--- src/rtl/wb_l10_pkg.sv ---
// Shared types and constants for the layer 10-16 writeback controller.
// Saturation bounds are exposed as functions so any data width can reuse them.
package wb_l10_pkg;

  typedef enum logic [1:0] {
    ST_IDLE   = 2'd0,
    ST_ACTIVE = 2'd1,
    ST_DRAIN  = 2'd2,
    ST_DONE   = 2'd3
  } wb_state_t;

  localparam int         FMAP_DIM = 8;
  localparam logic [1:0] XP_LAST  = 2'd3;
  localparam logic [2:0] Y_LAST   = 3'd7;
  localparam logic [2:0] U_SKIP   = 3'd4;
  localparam logic [2:0] U_MAX    = 3'd4;

  // Largest positive two's-complement value of width dw (low dw bits).
  function automatic logic [63:0] sat_hi(input int unsigned dw);
    return (64'd1 << (dw - 32'd1)) - 64'd1;
  endfunction

  // Most negative two's-complement value of width dw (low dw bits).
  function automatic logic [63:0] sat_lo(input int unsigned dw);
    return {64{1'b1}} << (dw - 32'd1);
  endfunction

endpackage

--- src/rtl/wb_lane_post.sv ---
// Per-lane write-data post-processing: optional skip add, saturation, and
// ReLU clamp when built with WB_RELU_EN.
module wb_lane_post
  import wb_l10_pkg::*;
#(
  parameter int DW = 16
) (
  input  logic signed [DW-1:0] res,
  input  logic signed [DW-1:0] skip,
  input  logic                 skip_en,
  output logic signed [DW-1:0] post_data
);

  localparam logic signed [DW-1:0] SAT_HI = DW'(sat_hi(DW));
  localparam logic signed [DW-1:0] SAT_LO = DW'(sat_lo(DW));

  logic signed [DW:0]   sum_s;
  logic signed [DW-1:0] sat_s;

  // Widen by one bit so overflow shows up as a mismatch of the top two bits.
  always_comb begin
    sum_s = {res[DW-1], res} + (skip_en ? {skip[DW-1], skip} : {(DW+1){1'b0}});
    if (sum_s[DW] != sum_s[DW-1]) begin
      sat_s = sum_s[DW] ? SAT_LO : SAT_HI;
    end else begin
      sat_s = sum_s[DW-1:0];
    end
  end

`ifdef WB_RELU_EN
  // Clamp negatives to zero after saturation.
  always_comb begin
    if (sat_s[DW-1]) begin
      post_data = {DW{1'b0}};
    end else begin
      post_data = sat_s;
    end
  end
`else
  assign post_data = sat_s;
`endif

endmodule

--- src/rtl/wb_ctrl_l10_to_l16.sv ---
// Writeback controller for fire layers 10-16: counts result beats of one stage,
// generates write/skip addresses and bank, adds skip operand on stage 4.
// Optional macro WB_RELU_EN enables a ReLU clamp on every written value.
module wb_ctrl_l10_to_l16
  import wb_l10_pkg::*;
#(
  parameter int DW = 16,
  parameter int AW = 10
) (
  input  logic                 clk,
  input  logic                 rst,
  input  logic                 start,
  input  logic [2:0]           stage_u,
  input  logic [2:0]           zmax,
  input  logic                 res_valid,
  input  logic signed [DW-1:0] res_data1,
  input  logic signed [DW-1:0] res_data2,
  output logic                 busy,
  output logic [AW-1:0]        skip_addr1,
  output logic [AW-1:0]        skip_addr2,
  input  logic signed [DW-1:0] skip_data1,
  input  logic signed [DW-1:0] skip_data2,
  output logic                 wr_en,
  output logic                 wr_bank,
  output logic [AW-1:0]        wr_addr1,
  output logic [AW-1:0]        wr_addr2,
  output logic signed [DW-1:0] wr_data1,
  output logic signed [DW-1:0] wr_data2,
  output logic                 done,
  output logic                 err
);

  wb_state_t state_r, state_nxt_s;
  logic [2:0] stage_r, zmax_r, y_r, z_r;
  logic [1:0] xp_r;
  logic beat_s, last_s, start_ok_s, err_set_s;
  logic [AW-1:0] beat_addr_s;
  logic wr_en_r, wr_bank_r, skip_en_r, busy_r, done_r, err_r;
  logic [AW-1:0] wr_addr1_r, wr_addr2_r;
  logic signed [DW-1:0] res1_r, res2_r;

  assign beat_s      = (state_r == ST_ACTIVE) && res_valid;
  assign last_s      = beat_s && (xp_r == XP_LAST) && (y_r == Y_LAST) && (z_r == zmax_r);
  assign start_ok_s  = (state_r == ST_IDLE) && start && (stage_u <= U_MAX);
  assign err_set_s   = (res_valid && (state_r != ST_ACTIVE)) ||
                       (start && (state_r != ST_IDLE)) ||
                       (start && (state_r == ST_IDLE) && (stage_u > U_MAX));
  assign beat_addr_s = AW'({z_r, y_r, xp_r, 1'b0});
  assign skip_addr1  = beat_addr_s;
  assign skip_addr2  = beat_addr_s | AW'(1);

  // Next-state logic for the stage sequencer.
  always_comb begin
    state_nxt_s = state_r;
    case (state_r)
      ST_IDLE:   if (start_ok_s) state_nxt_s = ST_ACTIVE; else state_nxt_s = ST_IDLE;
      ST_ACTIVE: if (last_s) state_nxt_s = ST_DRAIN; else state_nxt_s = ST_ACTIVE;
      ST_DRAIN:  state_nxt_s = ST_DONE;
      ST_DONE:   state_nxt_s = ST_IDLE;
      default:   state_nxt_s = ST_IDLE;
    endcase
  end

  // State register.
  always_ff @(posedge clk or negedge rst) begin
    if (!rst) state_r <= ST_IDLE;
    else      state_r <= state_nxt_s;
  end

  // Stage parameters and beat counters (xp fastest, then y, then z).
  always_ff @(posedge clk or negedge rst) begin
    if (!rst) begin
      stage_r <= 3'd0;
      zmax_r  <= 3'd0;
      xp_r    <= 2'd0;
      y_r     <= 3'd0;
      z_r     <= 3'd0;
    end else if (start_ok_s) begin
      stage_r <= stage_u;
      zmax_r  <= zmax;
      xp_r    <= 2'd0;
      y_r     <= 3'd0;
      z_r     <= 3'd0;
    end else if (beat_s) begin
      xp_r <= xp_r + 2'd1;
      if (xp_r == XP_LAST) begin
        y_r <= y_r + 3'd1;
        if (y_r == Y_LAST) z_r <= z_r + 3'd1;
      end
    end
  end

  // Write-side registers; data is finished next cycle once skip data returns.
  always_ff @(posedge clk or negedge rst) begin
    if (!rst) begin
      wr_en_r    <= 1'b0;
      wr_bank_r  <= 1'b0;
      wr_addr1_r <= {AW{1'b0}};
      wr_addr2_r <= {AW{1'b0}};
      res1_r     <= {DW{1'b0}};
      res2_r     <= {DW{1'b0}};
      skip_en_r  <= 1'b0;
    end else begin
      wr_en_r   <= beat_s;
      skip_en_r <= beat_s && (stage_r == U_SKIP);
      if (beat_s) begin
        wr_bank_r  <= ~stage_r[0];
        wr_addr1_r <= beat_addr_s;
        wr_addr2_r <= beat_addr_s | AW'(1);
        res1_r     <= res_data1;
        res2_r     <= res_data2;
      end
    end
  end

  // Status flags; err is sticky until reset.
  always_ff @(posedge clk or negedge rst) begin
    if (!rst) begin
      busy_r <= 1'b0;
      done_r <= 1'b0;
      err_r  <= 1'b0;
    end else begin
      busy_r <= (state_nxt_s == ST_ACTIVE) || (state_nxt_s == ST_DRAIN);
      done_r <= (state_nxt_s == ST_DONE);
      err_r  <= err_r | err_set_s;
    end
  end

  wb_lane_post #(.DW(DW)) u_lane1 (
    .res(res1_r), .skip(skip_data1), .skip_en(skip_en_r), .post_data(wr_data1)
  );

  wb_lane_post #(.DW(DW)) u_lane2 (
    .res(res2_r), .skip(skip_data2), .skip_en(skip_en_r), .post_data(wr_data2)
  );

  assign wr_en    = wr_en_r;
  assign wr_bank  = wr_bank_r;
  assign wr_addr1 = wr_addr1_r;
  assign wr_addr2 = wr_addr2_r;
  assign busy     = busy_r;
  assign done     = done_r;
  assign err      = err_r;

endmodule

--- config.mk ---
export PLATFORM = sky130hd
export DESIGN_NAME = wb_ctrl_l10_to_l16
export DESIGN_NICKNAME = d
export VERILOG_FILES = /design/src/rtl/wb_l10_pkg.sv /design/src/rtl/wb_lane_post.sv /design/src/rtl/wb_ctrl_l10_to_l16.sv
export SDC_FILE = /design/constraint.sdc
export NUM_CORES = 1
export LEC_CHECK = 0
export ABC_AREA = 1
export CAP_MARGIN = 20
export CORE_MARGIN = 1
export CORE_UTILIZATION = 28
export DETAILED_ROUTE_END_ITERATION = 7
export PLACE_DENSITY_LB_ADDON = 0.12
export SLEW_MARGIN = 20
export SYNTH_ARGS = -nofsm -noshare
export SYNTH_HDL_FRONTEND = slang
export SYNTH_HIERARCHICAL = 1
export SYNTH_SLANG_ARGS = --single-unit
--- constraint.sdc ---
create_clock -name clk -period 5 [get_ports clk]
set_input_delay 1 -clock clk [delete_from_list [all_inputs] [get_ports clk]]
set_output_delay 1 -clock clk [all_outputs]
set_load 0.05 [all_outputs]
# == Word-level counts from Yosys, hierarchy flattened ==
# Index checks and enable logic that the tools add are counted.
# word_totals
reg_bits,71
output_inout_bits,77
elab_cells,76
# op_classes
n_addsub,5
magnitude_cmp,2
eq_ne,13
muxes,18
n_bitwise,2
reduce_logical,20
# ops
operator,count
2-to-1 mux 16 bit,4
adder 17 bit,2
2-to-1 mux 17 bit,2
2-to-1 mux 3 bit,7
equality test 2 bit (second input constant),5
logical AND 1 bit,10
one-hot mux 2 bit (4 select lines),1
nonzero test 2 bit,4
adder 3 x 1 -> 3 bit (second input constant),2
equality test 3 bit (second input constant),2
2-to-1 mux 2 bit,3
equality test 2 x 1 -> 1 bit (second input constant),2
equality test 3 bit,1
greater-than comparator 3 bit (second input constant),1
<= comparator 3 bit (second input constant),1
logical OR 1 bit,3
AND reduction 3 bit,1
adder 2 x 1 -> 2 bit (second input constant),1
logical NOT 2 bit,1
inequality test 1 bit,2
inequality test 2 x 1 -> 1 bit (second input constant),1
AND reduction 2 bit,1
2-to-1 mux 1 bit,1
inverter 1 bit,1
OR 1 bit,1

# == Depth between registers and ports, before layout ==
# logic_depth
depth_word,9
depth_mapped,20
ltp_nobuf,17

# == Hierarchy ==
# Netlist, hierarchy kept.
# by_module_without_submodules
module,instances,cells_per_inst,area_per_inst_um2
wb_ctrl_l10_to_l16,1,303,2723.9
wb_lane_post (u_lane2),1,227,1188.6
wb_lane_post (u_lane1),1,227,1146.1

# == Least setup slack after synthesis ==
# OpenSTA, ideal clock, no wires.
# synth_path
kind,input to output
startpoint,input port skip_data1[0]
endpoint,output port wr_data1[11]
t_arrival_ps,3072
path_slack_ps,928
path_stages,17
path_buffers,1
path_cell_list,nand2_1 -> inv_1 -> ha_1 -> inv_1 -> fa_1 -> inv_1 -> nand2_1 -> nand2_1 -> nand3_1 -> nand2_2 -> nand2_1 -> nand3_1 -> nand2_2 -> nand2_2 -> buf_6 -> nand2_1 -> nand2_1
# synth_via
elab_chain_len,4
elab_cells_between_ends,5
# synth_lines
element,line,text
"start, declared",wb_ctrl_l10_to_l16.sv:21,"input logic signed [DW-1:0] skip_data1,"
2-to-1 mux 17 bit (*),wb_lane_post.sv:22,"sum_s = {res[DW-1], res} + (skip_en ? {skip[DW-1], skip} : {(DW+1){1'b0}});"
adder 17 bit (*),wb_lane_post.sv:22,
2-to-1 mux 16 bit or inequality test 1 bit (tied branches),"wb_lane_post.sv:24, wb_lane_post.sv:23",
2-to-1 mux 16 bit (*),wb_lane_post.sv:23,if (sum_s[DW] != sum_s[DW-1]) begin
"end, declared",wb_ctrl_l10_to_l16.sv:27,"output logic signed [DW-1:0] wr_data1,"
# Every way passes the cells marked *; elsewhere a longest branch is shown, timed or not.

# == Worst setup path in the final report ==
# layout_path
startpoint,input port skip_data2[0]
endpoint,output port wr_data2[3]
# layout_via
elab_chain_len,4
elab_cells_between_ends,5
# layout_lines
element,line,text
"start, declared",wb_ctrl_l10_to_l16.sv:22,"input logic signed [DW-1:0] skip_data2,"
2-to-1 mux 17 bit (*),wb_lane_post.sv:22,
adder 17 bit (*),wb_lane_post.sv:22,
2-to-1 mux 16 bit or inequality test 1 bit (tied branches),"wb_lane_post.sv:24, wb_lane_post.sv:23",
2-to-1 mux 16 bit (*),wb_lane_post.sv:23,
"end, declared",wb_ctrl_l10_to_l16.sv:28,"output logic signed [DW-1:0] wr_data2,"
# Marked as above.

==> run summary <==
The run gives 22800 µm as the first-pass GRT wire length. Library cell with the highest instance count after synthesis: sky130_fd_sc_hd__nand2_1. Once detailed placement completed, the half-perimeter wirelength came to 10800 µm.

The count of buffers added by post-CTS timing repair for setup is 0. TritonCTS built the clock tree. Using the TritonRoute via totals, the vias-per-cell ratio works out to 4.24. Based on the critical path, the design can be clocked at up to 224 MHz.

The core occupancy in the finished layout is 0.406. Traced cell by cell, the critical path runs through clkdlybuf4s50_1 > nand2_1 > inv_1 > ha_1 > inv_1 > fa_1 > inv_1 > nand2_1 > nand2_1 > nand3_1 > nand2_2 > nand2_2 > nand3_2 > nand4_2 > nand2_1 > buf_12. The run gives 0.0175 mm² as the placeable core area.

The detailed router finished its first iteration with 198 violations. The register bit count reported by yosys is 63, and the fraction of layout instances using a drive strength above 1 is 0.0939. The logs give 13800 µm for the wire length reported by the detailed router and 0 for the number of hold violations in the final report. The tools report the endpoint of the worst-slack reg-to-reg timing path as skip_en_r$_DFF_PN0_.

The net count of the finished layout is 991. Among the stages of the critical path, the cell type that occurs most often is sky130_fd_sc_hd__nand2_1. The start point of the worst min-delay path is stage_r[1]$_DFFE_PN0P_. Setup violations remaining at the end of the flow were counted as 0. For the total routing resource utilization after global routing, the log shows 0.159.

The average cell area after synthesis came out at 6.68 µm². STA classifies the critical path startpoint as an input pin. The flow ran to the end, and the final reports show no timing, DRC or antenna violations.

Entering global routing, the biggest net connects 51 pins. The startpoint of the lowest-slack register-to-register path was state_r[1]$_DFF_PN0_. The post-synthesis share of cell area spent on and, or, nand and nor gates is 0.353.

The total overflow left after global routing is 0. No sink is reached through more buffers than the 2 on the longest clock path. The worst hold path belongs to the class flip-flop to flip-flop. The setup check on the worst reg-to-reg path leaves a slack of 2.84 ns.

The arrival time of the worst setup path is 3.46 ns, and the overall power consumption is 4970 µW. The tree built by TritonCTS fans out to 63 sinks. Data on the critical path is required at its endpoint by 4.00 ns. The cell area reported after detailed placement is 0.00681 mm², and the post-synthesis share of cell area spent on full adders, half adders and majority gates is 0.0970.

The setup path with the least slack is of type input pin to output port. The part of the Yosys area used for sequential elements came out at 0.312. The worst slack on hold paths came out at 0.446 ns.

Clock tree root driver cell: sky130_fd_sc_hd__clkbuf_16. The post-synthesis compound-gate area fraction was 0.0646; the xor and xnor fraction of the mapped netlist area was 0.0364. Of all nets on the critical path, the largest fanout is 15.

The share of the clock period used by the worst path is 0.891, and the relative slew slack is 0.393. In this run the tool buffered the top-level ports with 143 buffer cells. The worst-skew pair later-pin latency is 0.34 ns. Counting instances in the post-synthesis netlist gives the leading cell types as 339 x sky130_fd_sc_hd__nand2_1, 100 x sky130_fd_sc_hd__inv_1, 63 x sky130_fd_sc_hd__dfrtp_1. TritonCTS created 9 clock buffers.

The highest ir drop seen on vdd is 0.000506 V. The dominant register cell in the synthesized netlist was sky130_fd_sc_hd__dfrtp_1. At the pin with the least slew margin, the transition time is 0.909 ns.

The fraction of registers with async set or reset after synthesis was 1.00. Measured in cells, the most critical reg-to-reg path has a length of 7. 151 I/O pins were placed. The unique cell type count in the Yosys netlist is 36. Setup total negative slack on the finished layout was measured at 0 ns. The synthesized netlist occupies a cell area of 0.00506 mm². The tools report the type of element capturing the critical path as an output port. Among all stages on the critical path, the largest delay is contributed by sky130_fd_sc_hd__clkdlybuf4s50_1. The largest total area in the synthesized netlist belongs to sky130_fd_sc_hd__dfrtp_1. For the number of warnings printed during yosys synthesis, the log shows 6. In this run the vertical extent of the chip is 136 µm. The run gives 0 as the number of antenna violations at the first check in global routing.

After detailed routing, the number of remaining DRC violations is 0. The sum of buffers and inverters on the critical path is 5. The number of pins with negative max-slew slack in the final report is 0, and the fraction of synthesized area in multiplexers is 0. The H-tree was split into 3 levels. The congestion estimate from routability-driven global placement came to 0.865.

Setup repair after global routing left no endpoint under its margin. Clock-pin slew was measured on the worst setup and hold paths at 0.05 ns. The shortest period the worst path allows is 4.46 ns. The synthesized design contains 0 enable-type register cells.

The leakage power came out at 0.00398 µW. Once layout is done, the placed cells without fillers occupy 0.00710 mm². The critical path ends at wr_data2[3].

Dividing the detail-routed wire length by the instance count gives 12.5 µm. The initial standard-cell utilization of the core is 0.289. The floorplan has 48 rows. The tools report the post-synthesis cell count as 757.

The first TritonRoute pass finished after 4 iterations. In this run the number of cells on the critical path is 16. The total of cells resized after clock tree synthesis is 0, and the total power divided by cell area is 700 mW/mm². By area the synthesized netlist is led by sky130_fd_sc_hd__dfrtp_1 31%, sky130_fd_sc_hd__nand2_1 25%, sky130_fd_sc_hd__ha_1 8.9%. The start point of the critical path was skip_data2[0].

Across the run, the number of max-cap violations was 0. The number of global-route vias before repair was 4594; the largest incremental delay on the critical path was 0.45 ns. The number of hold buffers added after cts was 0. The die is 136 µm wide. The top-area cell type share of the netlist area was 0.312. Grouping stages by cell kind, the critical path spends the most delay in simple AND/OR/NAND/NOR gates. In this run the remaining antenna-violating nets after routing total 0. Between clock sinks in the finished design, the worst skew comes to 0.0103 ns. The area added between synthesis and finish is 40.3%, and the area of the die is 0.0186 mm². Largest family of logic cells by synthesized area: simple AND/OR/NAND/NOR gates.

The routed layout has 4704 vias.
==> layer usage <==
metal	global-route usage	routed length (µm)	vias to the layer above
met4	0.0537	147	0
li1	-	-	2527
met5	0	0	-
met2	0.255	6130	104
met3	0.0295	680	10
met1	0.211	6890	2063
==> final cells by class <==
type                       instances  area (µm²)
antenna                            1        2.50
timing repair buffer             147        1750
sequential                        63        1580
tap                              225         282
clock inverter                     6        45.0
inverter                         104         390
clock buffer                      10         239
fill                            1844       10400
multi-input combinational        554        2810
==> sequential cells by signal (all words and copies together) (netlist names), 2 cells and up <==
name	flops
state_r	2
zmax_r	3
y_r	3
xp_r	2
stage_r	3
z_r	3
wr_addr2	9
res1_r	16
res2_r	16
==> report_power, final <==
part,internal (µW),total [µW],switching (µW)
Sequential,681,809,128
Clock,350,596,246
Combinational,1400,3570,2170
==> stage by stage <==
step / setup WS (ns) / std cells
6_report: 0.544 / 1110
5_1_grt: 0.271 / 1109
4_1_cts: 0.512 / 1109
3_5_place_dp: 0.514 / 1093
3_3_place_gp: 0.540 / 1093
2_1_floorplan: 0.928 / 762
==> placed cells by master, fill, tap and decap left out, drive strengths merged, types with 2 or more instances in the layout <==
cell,instances
clkbuf,10
nand2,353
dfrtp,63
clkinv,2
fa,2
buf,37
or2,4
xor2,14
nor3,9
inv,105
nor2,31
o21ai,18
o21bai,6
a21oi,30
clkdlybuf4s50,110
conb,7
and2,2
nand3b,4
ha,36
nand4,5
clkinvlp,3
xnor2,7
nand3,24
==> worst min path at each step <==
stage,endpoint,cells after the start
final,skip_en_r$_DFF_PN0_,1
after global routing,skip_en_r$_DFF_PN0_,1
after CTS,skip_en_r$_DFF_PN0_,1
after detailed placement,skip_en_r$_DFF_PN0_,1
after global placement,skip_en_r$_DFF_PN0_,1
after floorplan,skip_en_r$_DFF_PN0_,1
==> logic make-up after synthesis <==
family / after synthesis
buf+inv: 145
xor+xnor: 21
flops: 63
fa+ha+maj: 38
compound gates: 56
simple gates: 432
other cells: 2
Note: power is estimated with default switching activity, not from simulation.
